$ cat config.mk
export PLATFORM = sky130hd
export DESIGN_NAME = stream_mux_arb
export DESIGN_NICKNAME = d
export VERILOG_FILES = /design/src/rtl/stream_mux_arb.sv
export SDC_FILE = /design/constraint.sdc
export NUM_CORES = 1
export LEC_CHECK = 0
export CORE_MARGIN = 3
export CORE_UTILIZATION = 40
export DETAILED_ROUTE_END_ITERATION = 7
export PLACE_DENSITY_LB_ADDON = 0.1
export SLEW_MARGIN = 0
export SYNTH_ARGS = -nofsm -noshare
export SYNTH_HDL_FRONTEND = slang
export SYNTH_SLANG_ARGS = --single-unit
export TNS_END_PERCENT = 50
$ cat constraint.sdc
create_clock -name clk -period 5.2 [get_ports clk]
set_input_delay 1.04 -clock clk [delete_from_list [all_inputs] [get_ports clk]]
set_output_delay 1.04 -clock clk [all_outputs]
set_load 0.005 [all_outputs]
$ cat src/rtl/stream_mux_arb.sv
// Registered N-channel stream mux with round-robin/burst, fixed-priority or manual arbitration.
// One cycle latency; a held beat with out_ready low drops every in_ready until it is popped.
module stream_mux_arb #(
  parameter int WIDTH = 8,
  parameter int NCH   = 4,
  parameter int MODE  = 0,
  parameter int BURST = 1,
  parameter int SELW  = (NCH > 1) ? $clog2(NCH) : 1
) (
  input  logic                 clk,
  input  logic                 rst_n,
  input  logic [NCH*WIDTH-1:0] in_data,
  input  logic [NCH-1:0]       in_valid,
  output logic [NCH-1:0]       in_ready,
  input  logic [SELW-1:0]      sel,
  output logic [WIDTH-1:0]     out_data,
  output logic [SELW-1:0]      out_chan,
  output logic                 out_valid,
  input  logic                 out_ready
);

  localparam int CNTW = $clog2(BURST) + 1;

  logic [SELW-1:0] ptr;
  logic [SELW-1:0] owner;
  logic [SELW-1:0] gidx;
  logic [SELW-1:0] scan_idx;
  logic [CNTW-1:0] cnt;
  logic [CNTW-1:0] cnt_nxt;
  logic [NCH-1:0]  grant;
  logic            gany;
  logic            locked;
  logic            load;
  logic            xfer;
  int              burst_c;

  assign load = !out_valid || out_ready;

  always_comb begin
    gany     = 1'b0;
    gidx     = '0;
    locked   = 1'b0;
    scan_idx = '0;
    case (MODE)
      1: begin
        // Walk downwards so the lowest valid index is the last one written.
        for (int i = NCH - 1; i >= 0; i--) begin
          if (in_valid[i]) begin
            gany = 1'b1;
            gidx = SELW'(i);
          end
        end
      end
      2: begin
        if (int'(sel) < NCH) begin
          gany = 1'b1;
          gidx = sel;
        end
      end
      default: begin
        locked = (cnt != '0) && in_valid[owner];
        if (locked) begin
          gany = 1'b1;
          gidx = owner;
        end else begin
          // Reverse scan from ptr: the nearest valid channel after ptr wins.
          for (int off = NCH - 1; off >= 0; off--) begin
            scan_idx = SELW'((int'(ptr) + off) % NCH);
            if (in_valid[scan_idx]) begin
              gany = 1'b1;
              gidx = scan_idx;
            end
          end
        end
      end
    endcase
  end

  assign grant    = gany ? (NCH'(1) << gidx) : '0;
  assign in_ready = load ? grant : '0;
  assign xfer     = gany && load && in_valid[gidx];

  always_comb begin
    burst_c = locked ? int'(cnt) + 1 : 1;
    cnt_nxt = (burst_c == BURST) ? '0 : CNTW'(burst_c);
  end

  always_ff @(posedge clk or negedge rst_n) begin
    if (!rst_n) begin
      out_data  <= '0;
      out_chan  <= '0;
      out_valid <= 1'b0;
      ptr       <= '0;
      owner     <= '0;
      cnt       <= '0;
    end else begin
      if (xfer) begin
        out_data  <= in_data[int'(gidx)*WIDTH +: WIDTH];
        out_chan  <= gidx;
        out_valid <= 1'b1;
      end else if (load) begin
        out_valid <= 1'b0;
      end
      if (MODE == 0) begin
        if (xfer) begin
          owner <= gidx;
          ptr   <= SELW'((int'(gidx) + 1) % NCH);
          cnt   <= cnt_nxt;
        end else if ((cnt != '0) && !in_valid[owner]) begin
          cnt <= '0;
        end
      end
    end
  end

endmodule

# --- Word level (Yosys, flattened, before mapping) ---
# Index checks and enable logic that the tools add are counted.
# W data, S select, Z words.
word_totals:
  input_bits: 41
  word_cells: 58
  romBits: 0
  latchBits: 0
  ram_bits: 0
  output_inout_bits: 15
  register_bits: 14
  memories: 0
classes:
  div_mod_pow: 0
  order_cmp: 6
  multipliers: 0
  n_mux: 30
  shifts: 2
  reduce_logical: 9
  eq_ne: 1
  n_bitwise: 0
  add_sub_neg: 5
op_table:
  columns: ["op", "count"]
  rows:
  - ["$shiftx A32 B6 Y8", 1]
  - ["$lt A2 B3 Y1 const B", 6]
  - ["$mux W1", 16]
  - ["$bmux W1 S2", 6]
  - ["$mux W2", 6]
  - ["$mux W4", 2]
  - ["$add A2 B1 Y2 const B", 2]
  - ["$add A2 B2 Y2 const B", 2]
  - ["$logic_and A1 B1 Y1", 4]
  - ["$reduce_bool A2 Y1", 2]
  - ["$shl A1 B2 Y4 const A", 1]
  - ["$add A1 B1 Y2 const B", 1]
  - ["$eq A2 B1 Y1 const B", 1]
  - ["$logic_not A1 Y1", 2]
  - ["$logic_or A1 B1 Y1", 1]

# --- Depth between registers and ports, before layout ---
depth:
  ltp_word: 12
  ltp_mapped: 8
  ltp_nobuf: 7

# --- Worst setup path after synthesis ---
# OpenSTA, ideal clock, no wires.
synth_timing:
  kind: "input to output"
  from: "input port in_valid[1]"
  to: "output port in_ready[3]"
  path_stages: 6
  t_required_ns: 4.160
  path_slack_ns: 1.929
  n_path_buf: 1
  arrival_time_ns: 2.231
  cell_sequence: "mux2i_1 nor3b_4 o41ai_4 buf_6 ha_1 and2_1"
synth_between:
  elab_chain_len: 10
  word_cells_on_any_way: 24
  classes_between: "shift (1); mux (22); reduce/logical (1)"
synth_lines:
  columns: ["item", "line", "source"]
  rows:
  - ["start, declared", "13", "input logic [NCH-1:0] in_valid,"]
  - ["$bmux W1 S2", "69", "if (in_valid[scan_idx]) begin"]
  - ["$mux W1 (not written as such)", "69", null]
  - ["$mux W2 (4 in series)", "69", null]
  - ["$mux W2 *", "62", "if (locked) begin"]
  - ["named net gidx[0]", "26", "logic [SELW-1:0] gidx;"]
  - ["$shl A1 B2 Y4 *", "79", "assign grant = gany ? (NCH'(1) << gidx) : '0;"]
  - ["$mux W4 *", "79", null]
  - ["$mux W4 *", "80", "assign in_ready = load ? grant : '0;"]
  - ["end, declared", "14", "output logic [NCH-1:0] in_ready,"]
# Mark *: on every way through the listed nets, which the timed path passes. The rest lies on a longest branch. The select of a mux whose other input is x is not followed.

# --- Worst setup path after layout ---
layout_timing:
  from: "input port in_valid[0]"
  to: "output port in_ready[2]"
layout_between:
  elab_chain_len: 10
  word_cells_on_any_way: 24
  classes_between: "shift (1); mux (22); reduce/logical (1)"
layout_lines:
  columns: ["item", "line"]
  rows:
  - ["$bmux W1 S2", "69"]
  - ["$mux W1 (not written as such)", "69"]
  - ["$mux W2 (4 in series)", "69"]
  - ["$mux W2", "62"]
  - ["$shl A1 B2 Y4", "79"]
  - ["$mux W4 *", "79"]
  - ["$mux W4 *", "80"]
# Mark *: on every way between the ends. The rest lies on a longest branch, timed or not. The select of a mux whose other input is x is not followed.

==> flow_summary.toml <==
[timing]
slew_headroom_pct = 45.1
period_share_pct = 92.3
drv_slew = 0
hold_viol_final = 0
rsz0062_at_grt = "false"
tightestPinTransition_ns = 0.820
finalClockSkew_ns = 0.00319
setup_viol = 0
setup_tns_ns = 0
fin_crit_ns = 4.80
timing.fmax_mhz = 208

[clock_tree]
h-tree-depth = 1
clk_latency_ns = 0.28
cts_root_buf = "clkbuf_4"
postCtsHoldBufs = 0
tritoncts = "done"
cts.sinks = 14
cts_made_buffers = 3
cts_resized = 0
post_cts_buffers = 0
cts_buffer_depth = 2
clkSlewWorstSetupHoldPaths_ns = 0.09

[logic_synthesis]
synthArstFlopShare_pct = 100
yosysWarnings = 0
synth_seq_cells = 14
ys_types = 31
ys.flop_type = "dfrtp_1"
synthCells = 135
synth_area_um2 = 1160
synth_seq_area_share_pct = 30.2
synth_area_per_cell_um2 = 8.60
syn_nets = 180
synth-edff-count = 0

[worst_setup_path]
cp.arrival_ns = 3.76
worstPathCellList = "clkdlybuf4s50_1, mux2i_1, nor3b_4, o21ai_1, o41ai_4, inv_6, ha_1, and2_1, clkdlybuf4s50_1"
r2r_end = "ptr[1]"
critPathLaunchType = "primary input"
r2r_cells = 6
cpMostUsedCell = "clkdlybuf4s50_1"
path_depth = 9
rrSetupSlack_ns = 2.86
cp_num_buf_inv = 3
cp_slowest_cell = "nor3b_4"
r2r-start = "owner[0]"
path_class = "in2out"
end_kind = "primary output"
slowest_delay_ns = 0.67
worstPathRequired_ns = 4.16
path_max_fanout = 19
crit_family = "buffers and inverters"

[power]
power_density_nw_per_um2 = 331
vdd_drop_max_uv = 210
leakage_nw = 0.719

[floorplan]
coreArea_um2 = 2610
rows = 18
initial_core_util_pct = 44.4
top_level_ports = 56
fp.dieH_um = 59.9
dieArea_um2 = 3590
fp.dieW_um = 59.9

[global_route]
antenna_found_initial = 0
grt_pass1_vias = 1143
grt_usage_pct = 19.3
grt_max_degree = 22
grt_pass1_wl_um = 5260
grt_overflow = 0

[placed_design]
place_area_um2 = 1660
routabilityCongestion = 0.767
place_hpwl_um = 2450
io_buffers = 53

[layout]
fill_cells = 242
antenna_cells = 0
final_cell_area_um2 = 1690
final-seq-area_um2 = 350
drive_above_1_share_pct = 10.3
nets = 230
area_growth_pct = 45.9
multi_input_area_um2 = 716

[worst_hold_path]
min-delay-start = "out_data[7]"
min_to = "out_data[7]"
worstHoldPathCells = 2
holdCritPathClass = "reg2reg"

[routing]
remaining_drc_errors = 0
ant_nets = 0
totalWireLength_um = 3330
avgRoutedWirePerCell_um = 15.6
num_vias = 1192
drt_iter0_drc = 50
avgViaCountPerCell = 5.57
first_pass_iters = 4

[outcome]
status = "finished clean"

[flow_run]
maxCapViolCount = 0
through the flow:
step                      hold slack, ns  power (mW)  cells  setup WS (ns)  utilization, %
after floorplan                    0.480       0.356    135           1.93               -
after global placement             0.465       0.476    210          0.453            63.5
after detailed placement           0.474       0.485    210          0.383            63.5
after CTS                          0.495       0.565    214          0.379            64.8
after global routing               0.531       0.605    214          0.234            64.8
final                              0.495       0.561    214          0.399            64.8
flip-flops by register name, summed over array words and instances (netlist names):
name       cells
out_data       8
ptr            2
owner          2
cnt            1
out_valid      1
kinds of logic (layout without fill, tap and decap cells):
kind of cell,Yosys count,in the layout,synth area share (%)
adders and majority gates,4,4,4.31
and+or+nand+nor,63,63,29.2
buffers and inverters,13,62,8.19
muxes,3,3,2.59
DFF,14,14,30.2
AOI/OAI and AO/OA,38,38,25.5
worst max path at each step:
stage	startpoint	to	slack, ns
2_1_floorplan	in_valid[1]	in_ready[3]	1.93
3_3_place_gp	in_valid[0]	in_ready[2]	0.45
3_5_place_dp	in_valid[0]	in_ready[2]	0.38
4_1_cts	in_valid[0]	in_ready[2]	0.38
5_1_grt	in_valid[0]	in_ready[0]	0.23
6_report	in_valid[0]	in_ready[2]	0.40
report_power, final:
part / leakage (nW) / internal (mW) / switching [mW] / total [mW]
clock: 0.0210 / 0.0425 / 0.0378 / 0.0803
combinational: 0.531 / 0.167 / 0.141 / 0.308
sequential: 0.168 / 0.143 / 0.0292 / 0.172
total: 0.719 / 0.353 / 0.208 / 0.561
worst register-to-register path: stages, from the launching register on:
cell and delay (ns):
dfrtp_1 0.46, mux2i_1 0.35, nor3b_4 0.18, o41ai_4 0.77, ha_1 0.37, nand2_1 0.06, nand2_1 0.05
Yosys cell counts (2+ instances only):
| library cell | number | area share, % |
|---|---|---|
| nand2_1 | 16 | 5.2 |
| buf_6 | 3 | 2.9 |
| nor2_1 | 4 | 1.3 |
| o21ai_1 | 2 | 0.86 |
| o21ai_0 | 17 | 7.3 |
| mux2i_1 | 3 | 2.6 |
| buf_4 | 2 | 1.3 |
| and3_1 | 16 | 8.6 |
| dfrtp_1 | 14 | 30 |
| nand3_1 | 16 | 6.9 |
| buf_2 | 2 | 0.86 |
| ha_1 | 4 | 4.3 |
| a21oi_1 | 5 | 2.2 |
| inv_1 | 4 | 1.3 |
| and2_1 | 4 | 2.2 |
| o31ai_2 | 8 | 8.6 |
cell type report:
class / count / share of cell area (%)
well taps: 30 / 2.22
inverters: 5 / 1.40
clock buffers: 4 / 2.14
repair buffers: 53 / 31.3
multi-input cells: 108 / 42.2
flip-flops and latches: 14 / 20.7
layout by cell type (no fill, tap or decap), types with 2 or more instances in the layout:
master	Yosys	final
a21oi_1	5	5
and2_1	4	4
and3_1	16	16
clkbuf_4	0	3
clkdlybuf4s50_1	0	53
dfrtp_1	14	14
ha_1	4	4
inv_1	4	4
mux2i_1	3	3
nand2_1	16	16
nand3_1	16	16
nor2_1	4	4
o21ai_0	17	17
o21ai_1	2	2
o31ai_2	8	8
per-layer routing:
layer	vias to the layer above	global-route usage, %	routed length, um
met5	-	0	0
met4	0	4.11	34
met3	4	4.32	221
met2	40	32.7	1640
met1	563	24.8	1430
li1	585	-	-
Note: power is estimated with default switching activity, not from simulation.
==> edit: new RTL, same flow settings <==
The parameter `WIDTH` goes from 8 to 12.
--- a/src/rtl/stream_mux_arb.sv
+++ b/src/rtl/stream_mux_arb.sv
@@ -2,5 +2,5 @@
 // One cycle latency; a held beat with out_ready low drops every in_ready until it is popped.
 module stream_mux_arb #(
-  parameter int WIDTH = 8,
+  parameter int WIDTH = 12,
   parameter int NCH   = 4,
   parameter int MODE  = 0,
Ports: changed (resized in_data and out_data); port bits go from 56 to 76. No check against the original RTL was run, so the function may have changed too.
==> edit against the unedited design <==
Sequential share of layout area about the same. Final cell count grew 22%. Core utilization increased by 4.3 points. Final area up 29%. Sequential power grew 37%. Wire length is 24% higher. Combinational power up 44%. First-iteration DRC count is 22% higher. Maximum frequency increased by 1.6%. Total power increased by 33%. Sequential cell count rose by 4. Setup slack better by 76 ps. Area after synthesis up 18%.
==> edit: results (changes against the unedited design) <==
| Metric | Value |
|---|---|
| Outcome | `finished, final reports clean` |
| Gpl congestion | `0.7271 (-5.2%)` |
| Final #Nets | `281 (+22%)` |
| CP max-delay cell | `o41ai_4` |
| Dpl ws | `475.8 ps (+92.47 ps)` |
| Commonest cells in the netlist | `24 x o21a_1, 19 x nand2_1, 18 x dfrtp_1, 16 x a211oi_1, 12 x o31ai_1` |
| CP arrival | `3690 ps (-70 ps)` |
| Largest net degree at the start of global routing | `28 (+27%)` |
| Initial DRC count | `61 (+22%)` |
| Pre-antenna DRT Iters | `2 (-2)` |
| Worst-Margin Slew | `849.2 ps (+28.80 ps)` |
| Slowest stage delay, CP | `750 ps (+80 ps)` |
| Power per cell area | `343.2 mW/mm^2 (+3.7%)` |
| Yosys cell types | `30 (-3.2%)` |
| CP Max Fanout | `10 (-9)` |
| Tcrit/Tclk final | `0.9088 (-0.01458)` |
| Reg-to-reg slack, setup | `2840 ps (-20 ps)` |
| Vias in the first global route | `1,486 (+30%)` |
| Hold Path Sink | `out_data[3]$_DFFE_PN0P_` |
| RR Endpoint | `out_data[2]$_DFFE_PN0P_` |
| Initial antenna violation count | `0 (unchanged)` |
| HPWL after DPL | `3211 microns (+31%)` |
| H-tree depth | `1 (unchanged)` |
| Net Count, Synth | `207 (+15%)` |
| Leakage | `0.8336 nW (+16%)` |
| HP Start | `out_data[3]$_DFFE_PN0P_` |
| Reg2reg start | `ptr[1]$_DFFE_PN0P_` |
| Combinational fraction of design power | `0.593 (+0.044)` |
| Inst Count DP | `259 (+23%)` |
| Net Sw Frac | `0.3811 (+0.01013)` |
| Min Hold Slack | `491.5 ps (-3.598 ps)` |
| Seq/Total Area, Yosys | `0.3294 (+0.02764)` |
| PortBufs | `73 (+38%)` |
| Cell count of the worst reg-to-reg path | `8 (+2)` |
| VDD IR max | `0.0001568 V (-25%)` |
| Share of post-route cells with drive strength above 1 | `0.1193 (+0.01601)` |
| PostCTS Resize Cnt | `0 (unchanged)` |
| DP Area | `0.002157 sq mm (+30%)` |
| Largest regs | `out_data (12), owner (2), ptr (2)` |
| Fillers | `303 (+25%)` |
| First-pass GRT wire length | `6948 microns (+32%)` |
| Final wirelength | `4111 microns (+24%)` |
| Ranking of synthesized cells by area | `dfrtp_1 33%, o21a_1 13%, a211oi_1 8.8%, a211oi_2 7.3%, o31ai_1 6.6%` |
| Global-route usage over all layers | `0.2094 (+0.01675)` |
| Last element of the critical path | `in_ready[1]` |
| Sequential cell power | `0.235 mW (+37%)` |
| Vias/cell | `5.378 (-3.5%)` |
| Drt wl/cell | `15.69 microns (+0.90%)` |
| Cell count after synthesis | `146 (+8.1%)` |
| Fin Clk Skew | `4.344 ps (+1.158 ps)` |
==> edit: cell count changes after synthesis, moves of 6 or more <==
cell,before,now
a211oi_1,0,16
a211oi_2,0,8
and3_1,16,0
clkbuf_1,0,6
nand3_1,16,0
o21a_1,0,24
o21ai_0,17,0
o31ai_2,8,0
o31ai_1,0,12
==> edit: final cells by class <==
class / count / area, sq um / area share
clock buffer: 3 / 22.52 / 0.01033
inverter: 4 / 17.52 / 0.008037
multi-input combinational: 113 / 850.8 / 0.3904
sequential: 18 / 450.4 / 0.2067
tap: 44 / 55.05 / 0.02526
timing repair buffer: 80 / 783.3 / 0.3594
==> edit: layer usage <==
layer	wire (microns)	GRT usage
met4	17	0.04485
met5	0	0
met2	2248	0.3930
met3	260	0.05026
met1	1585	0.2381
==> edit: cells by family (layout without fill, tap and decap cells) <==
group,Yosys count,after routing,share of synthesized area
simple gates,35,35,0.1272
compound gates,71,71,0.4309
flops,18,18,0.3294
fa+ha+maj,4,4,0.03660
buf+inv,15,87,0.05398
mux,3,3,0.02196
